**config.mk**
```make
export PLATFORM = sky130hd
export DESIGN_NAME = uart_tx
export DESIGN_NICKNAME = d
export VERILOG_FILES = /design/src/rtl/uart_pkg.sv /design/src/rtl/uart_baud_tick.sv /design/src/rtl/uart_tx.sv
export SDC_FILE = /design/constraint.sdc
export NUM_CORES = 1
export LEC_CHECK = 0
export BUFFER_PORTS_ARGS = -buffer_cell sky130_fd_sc_hd__buf_2
export CORE_MARGIN = 1
export CORE_UTILIZATION = 40
export DETAILED_ROUTE_END_ITERATION = 12
export SLEW_MARGIN = 20
export SYNTH_ARGS = -nofsm -noshare
export SYNTH_HDL_FRONTEND = slang
export SYNTH_HIERARCHICAL = 1
export SYNTH_SLANG_ARGS = --single-unit
```
**constraint.sdc**
```tcl
create_clock -name clk -period 2.6 [get_ports clk]
set_input_delay 0.26 -clock clk [delete_from_list [all_inputs] [get_ports clk]]
set_output_delay 0.26 -clock clk [all_outputs]
set_load 0.03 [all_outputs]
```
**src/rtl/uart_pkg.sv**
```systemverilog
// uart_pkg: shared UART FSM state type and default frame constants used by uart_tx, uart_baud_tick and the receiver
package uart_pkg;
  typedef enum logic [1:0] {IDLE, START, DATA, STOP} uart_state_e;
  localparam int DEF_CLKS_PER_BIT = 16;
  localparam int DEF_DATA_BITS = 8;
  localparam int DEF_STOP_BITS = 1;
endpackage

```
**src/rtl/uart_baud_tick.sv**
```systemverilog
// uart_baud_tick: bit-period counter; ports clk, rst_n (async active-low), restart (hold count at 0), tick (last cycle of a bit period)
module uart_baud_tick import uart_pkg::*; #(
  parameter int CLKS_PER_BIT = DEF_CLKS_PER_BIT
) (
  input  logic clk,
  input  logic rst_n,
  input  logic restart,
  output logic tick
);
  localparam int W = CLKS_PER_BIT > 1 ? $clog2(CLKS_PER_BIT) : 1;
  logic [W-1:0] cnt;
  assign tick = cnt == W'(CLKS_PER_BIT - 1);
  always_ff @(posedge clk or negedge rst_n)
    if (!rst_n) cnt <= '0;
    else cnt <= restart || tick ? '0 : cnt + 1'b1;
endmodule

```
**src/rtl/uart_tx.sv**
```systemverilog
// uart_tx: 8N1-style UART transmitter with one-entry holding buffer; ports clk, rst_n (async active-low), in_data/in_valid/in_ready (byte handshake), tx (registered serial line, idle high), busy (frame in flight or buffer full)
module uart_tx import uart_pkg::*; #(
  parameter int CLKS_PER_BIT = DEF_CLKS_PER_BIT,
  parameter int DATA_BITS    = DEF_DATA_BITS,
  parameter int STOP_BITS    = DEF_STOP_BITS
) (
  input  logic                 clk,
  input  logic                 rst_n,
  input  logic [DATA_BITS-1:0] in_data,
  input  logic                 in_valid,
  output logic                 in_ready,
  output logic                 tx,
  output logic                 busy
);
  localparam int BW = $clog2(DATA_BITS + 1);
  uart_state_e state, state_d;
  logic [DATA_BITS-1:0] buf_q, shift, shift_d;
  logic [BW-1:0] bit_cnt, bit_cnt_d;
  logic tick, buf_full, take, stop_done, load, tx_d;
  assign buf_full = !in_ready;
  assign take = in_valid && in_ready;
  assign busy = state != IDLE || buf_full;
  assign stop_done = state == STOP && tick && bit_cnt == BW'(STOP_BITS - 1);
  assign load = buf_full && (state == IDLE || stop_done);
  uart_baud_tick #(.CLKS_PER_BIT(CLKS_PER_BIT)) u_baud (
    .clk(clk),
    .rst_n(rst_n),
    .restart(state == IDLE),
    .tick(tick)
  );
  always_ff @(posedge clk or negedge rst_n)
    if (!rst_n) begin
      state    <= IDLE;
      shift    <= '0;
      bit_cnt  <= '0;
      buf_q    <= '0;
      in_ready <= 1'b1;
      tx       <= 1'b1;
    end else begin
      state    <= state_d;
      shift    <= shift_d;
      bit_cnt  <= bit_cnt_d;
      in_ready <= load || (in_ready && !in_valid);
      tx       <= tx_d;
      if (take) buf_q <= in_data;
    end
  always_comb
    state_d = load ? START :
              state == START && tick ? DATA :
              state == DATA && tick && bit_cnt == BW'(DATA_BITS - 1) ? STOP :
              stop_done ? IDLE : state;
  // tx is registered from the next-state view so the start bit appears on the load edge itself
  always_comb begin
    shift_d   = load ? buf_q : state == DATA && tick ? shift >> 1 : shift;
    bit_cnt_d = state_d != state ? '0 : tick && state != IDLE ? bit_cnt + 1'b1 : bit_cnt;
    tx_d      = state_d == DATA ? shift_d[0] : state_d != START;
  end
endmodule
```
# Word-level counts from Yosys, hierarchy flattened
# Cells that the tools add are included.
[classes]
n_reduce_logical = 20
eq_ne = 8
shifts = 0
bitwise = 0
n_addsub = 2
mux = 10
n_div = 0
n_lt_le_gt_ge = 0
n_mul = 0
[ops]
columns = ["cell", "count"]
rows = [
  ["2-to-1 mux 8 bit", 2],
  ["2-to-1 mux 4 bit", 3],
  ["logical AND 1 bit", 9],
  ["adder 4 x 1 -> 4 bit (second input constant)", 2],
  ["2-to-1 mux 2 bit", 4],
  ["== test 2 bit (second input constant)", 3],
  ["nonzero test 2 bit", 3],
  ["== test 4 x 3 -> 1 bit (second input constant)", 1],
  ["== test 4 bit (second input constant)", 1],
  ["zero test 4 bit", 1],
  ["logical OR 1 bit", 4],
  ["== test 2 x 1 -> 1 bit (second input constant)", 1],
  ["zero test 1 bit", 2],
  ["zero test 2 bit", 1],
  ["inequality test 2 x 1 -> 1 bit (second input constant)", 1],
  ["inequality test 2 bit", 1],
  ["2-to-1 mux 1 bit", 1],
]
[totals]
latch_bits = 0
input_bits = 11
output_inout_bits = 3
elab_cells = 48
ramBits = 0
mem_count = 0
register_bits = 28
rom_bits = 0

# Depth between registers and ports, before layout
[depth]
word_depth = 9
ltp_mapped = 8
mapped_depth_nobuf = 6

# By module
# Netlist, hierarchy kept.
[modules_own_cells]
columns = ["module", "cells_each", "area_each_um2", "seq_area_each_um2", "instances"]
rows = [
  ["uart_tx", 103, 1243.7, 603.1, 1],
  ["uart_baud_tick", 13, 171.4, 100.1, 1],
]

# Least setup slack after synthesis
# No wires, ideal clock.
[synth_timing]
path_type = "flip-flop to flip-flop"
from = "register u_baud.cnt[0]"
to = "register shift[0]"
setup_ns = 0.125
arrival_ns = 1.824
path_slack_ns = 0.651
synth_period_minus_slack_ns = 1.949
path_stages_with_launch = 8
path_buffers = 2
required_time_ns = 2.475
cell_sequence = "dfrtp_1 > ha_1 > and3_4 > buf_2 > and3b_1 > buf_6 > mux2_4 > mux2_4"
[synth_via]
elab_chain_len = 6
word_cells_on_any_way = 8
classes_between = "eq/ne: 1; mux: 2; reduce/logical: 5"
[synth_lines]
columns = ["element", "line", "text"]
rows = [
  ["start: declaration", "uart_baud_tick.sv:11", "logic [W-1:0] cnt;"],
  ["start signal: assignment", "uart_baud_tick.sv:15", "else cnt <= restart || tick ? '0 : cnt + 1'b1;"],
  ["== test 4 bit *", "uart_baud_tick.sv:12", "assign tick = cnt == W'(CLKS_PER_BIT - 1);"],
  ["net tick", "uart_tx.sv:19", "logic tick, buf_full, take, stop_done, load, tx_d;"],
  ["logical AND 1 bit (2 in a row)", "uart_tx.sv:23", "assign stop_done = state == STOP && tick && bit_cnt == BW'(STOP_BITS - 1);"],
  ["logical OR 1 bit", "uart_tx.sv:24", "assign load = buf_full && (state == IDLE || stop_done);"],
  ["logical AND 1 bit", "uart_tx.sv:24", ""],
  ["2-to-1 mux 8 bit *", "uart_tx.sv:54", "shift_d = load ? buf_q : state == DATA && tick ? shift >> 1 : shift;"],
  ["net shift_d[0]", "uart_tx.sv:17", "logic [DATA_BITS-1:0] buf_q, shift, shift_d;"],
  ["end signal: assignment", "uart_tx.sv:41", "shift <= shift_d;"],
  ["end: declaration", "uart_tx.sv:17", ""],
]
# Mark *: on every way through the listed nets, which the timed path passes. The rest lies on a longest branch. The select of a mux whose other input is x is not followed.
# A chain may end at the register's enable or synchronous reset.

# Worst setup path in the final report
# Same ends and word-level chain as after synthesis.

==> results by group <==
Power
  – Total Power: 1529 uW
  – Sequential share of power: 48.7%
  – Sw power: 535.2 uW
  – Internal Pwr Total: 994.2 uW
  – Combinational power share: 37.1%
  – P_leak: 0.0007145 uW
  – Sw Ratio: 34.99%
  – Maximum vdd drop: 0.4848 mV
  – Clock Power Share: 14.2%
  – Cell Pwr Density: 990.5 nW/um^2

Floorplan
  – CORE AREA: 3363 um^2
  – DIE HEIGHT: 61.48 um
  – I/O pin total: 14
  – # rows: 21
  – Die footprint: 3780 um^2
  – Initial Utilization: 42.08%
  – Die W: 61.48 um

Clocking
  – Clk root buf: clkbuf_4
  – Post-cts sizing count: 0
  – Clock latency on the worst-skew pair: 330 ps
  – CTS tree: built
  – CTS Sinks: 28
  – Clock Path Buffers: 2
  – Cts bufs inserted: 3
  – H-tree depth: 1
  – Clock transition at path regs: 160 ps

Placement
  – Port Buf Inserts: 13
  – Global placement routability congestion: 0.7192
  – DP Wirelength: 1792 um

Finish
  – Antenna Cells: 0
  – Share of cells above drive strength 1: 30.23%
  – Final #Nets: 144
  – Area Overhead vs Synth: 9.107%
  – Final core utilization: 45.91%

Timing
  – Actual slew at the worst max-slew pin: 639.2 ps
  – Setup-failing EPs final: 0
  – Final Max Slew Viols: 0
  – Fin crit share: 80.57%
  – Fmax: 0.4774 GHz
  – Hold slack: 76.61 ps
  – Worst slew margin: 57.39%
  – Worst clock skew: 9.273 ps
  – Setup TNS: 0 ps
  – Final worst path period need: 2095 ps
  – Fin. Hold Viols: 0
  – RSZ-0062 raised after global routing: no

Route
  – DR pass1 iterations: 6
  – Vias per cell: 5.286
  – Overall routed net length: 2517 um
  – WL per Instance: 14.38 um
  – Final ANT Viol Nets: 0
  – DR iter-0 viols: 36
  – Via count: 925
  – DRC viols: 0

Logic synthesis
  – Area leader, netlist: dfrtp_1
  – Sequential share of the synthesized area: 49.69%
  – Yosys Warn Count: 6
  – Yosys reg bits: 28
  – Post-Syn Area per Cell: 12.20 um^2
  – Cell Area, Synth: 1415 um^2
  – Syn Nets: 130
  – Ranking of synthesized cells by area: dfrtp_1, mux2_2, a22o_1
  – Syn Inst Count: 116
  – Top-area cell type share of the netlist area: 45.98%
  – Yosys cell types: 41

Setup path
  – Worst Path Required: 2830 ps
  – Worst-path cell chain: ha_1 > and3_4 > and3b_1 > mux2_4 > mux2_4
  – R2R setup slack: 510 ps
  – Worst setup path class: reg -> reg
  – WP buf/inv: 0
  – Max incr delay on CP: 430 ps
  – Number of cells on the critical path: 5
  – Worst Path Max Fanout: 12
  – Worst Reg-to-Reg Cells: 5
  – Crit path launch type: flip-flop
  – CP delay by family, top: simple AND/OR/NAND/NOR gates
  – Reg-to-reg endpoint: shift[0]$_DFF_PN0_
  – CP endpoint kind: flip-flop
  – CP max stage cell: dfrtp_1
  – Arrival time worst endpoint: 2320 ps
  – Cell mode on critical path: mux2_4
  – R2R Path Start: u_baud/cnt[0]$_DFF_PN0_

Hold path
  – Hold Path End: in_ready$_DFF_PN1_
  – Hold path cells: 2
  – Worst Hold Launch: in_valid
  – Worst Hold Class: in -> reg

Global routing
  – Gr usage total: 15.61%
  – Global-route wire length before repair: 4243 um
  – Largest net degree at the start of global routing: 29
  – Global route total overflow: 0
  – Initial antenna violation count: 0
  – Vias in the first global route: 931

Status
  – Status: finished clean

Run
  – Max cap viols: 0
==> cell type report <==
type | instances | area, um^2
clock buffers | 4 | 36.28
fillers | 346 | 1819
inverters | 3 | 11.26
multi-input cells | 80 | 660.6
flip-flops and latches | 28 | 703.2
well taps | 46 | 57.56
repair buffers | 14 | 75.07
==> power groups by stage <==
stage / clock, uW / combinational [uW] / sequential [uW]
floorplan: 0 / 480 / 723
global placement: 0 / 556 / 745
detailed placement: 0 / 574 / 755
CTS: 220 / 578 / 745
finish: 217 / 568 / 744
global route: 242 / 621 / 767
==> cells in the mapped netlist, drive strengths merged <==
library cell  number
nor3b              2
nand3              3
a31oi              1
and4b              1
or3b               1
or4                1
nand3b             1
or2                1
a32o               1
and3b              2
nor3               4
o21ai              4
mux2i              1
nor2b              5
a311oi             1
ha                 3
inv                3
a211oi             3
xnor2              1
nor2               4
and2b              1
a21o               7
nand4b             1
a22o               7
buf                5
dfstp              2
nand2              4
dfrtp             26
and3               2
a21oi              7
mux2              11
==> registers in the layout, indices dropped and copies added (netlist names) <==
register / cells
in_ready: 1
state: 2
bit_cnt: 4
shift: 8
buf_q: 8
u_baud/cnt: 4
tx: 1
==> how the worst max path moves through the flow <==
stage	from	slack [ps]	endpoint
after global placement	u_baud/cnt[0]$_DFF_PN0_	640	shift[0]$_DFF_PN0_
after floorplan	u_baud/cnt[0]$_DFF_PN0_	650	shift[0]$_DFF_PN0_
after CTS	u_baud/cnt[0]$_DFF_PN0_	520	shift[0]$_DFF_PN0_
after global routing	u_baud/cnt[0]$_DFF_PN0_	410	shift[0]$_DFF_PN0_
final	u_baud/cnt[0]$_DFF_PN0_	510	shift[0]$_DFF_PN0_
after detailed placement	u_baud/cnt[0]$_DFF_PN0_	550	shift[0]$_DFF_PN0_
==> through the flow <==
stage | worst slack, ps | std cells | area [um^2]
finish | 505.3 | 175 | 1544
floorplan | 651.1 | 116 | 1415
global placement | 638.1 | 170 | 1498
CTS | 520.6 | 175 | 1544
global route | 412.7 | 175 | 1544
detailed placement | 553.4 | 170 | 1498
==> metal layers <==
layer  part of all wire (%)  GRT usage, %  wire length (um)  vias up
li1                       -             -                 -      451
met1                     45         19.60              1141      458
met2                     51         26.73              1278       14
met3                    3.1         2.731                77        2
met4                   0.79         6.032                20        0
met5                      0             0                 0        -
==> logic make-up after synthesis <==
family	after synthesis	synth area share, %
XOR/XNOR	1	0.6190
adder cells (fa/ha/maj)	3	2.653
multiplexers	12	10.26
buffers and inverters	8	3.625
flip-flops	28	49.69
AND/OR/NAND/NOR	33	15.74
AO/OA/AOI/OAI	31	17.42
==> cell usage in the layout, fill, tap and decap left out, types with 3 or more instances in the layout <==
cell / count
dfrtp_1: 26
buf_2: 13
mux2_2: 8
a22o_1: 7
a21o_1: 7
a21oi_1: 6
nand2_1: 4
nor2b_1: 4
nor3_1: 4
inv_1: 3
nor2_1: 3
mux2_4: 3
o21ai_0: 3
nand3_1: 3
ha_1: 3
clkbuf_4: 3
==> repair_timing <==
item | in CTS | in global routing
buffers inserted | 0 | 0
hold endpoints to repair | 26 | 0
hold buffers | 1 | 0
Power figures use the tool's default switching activity.
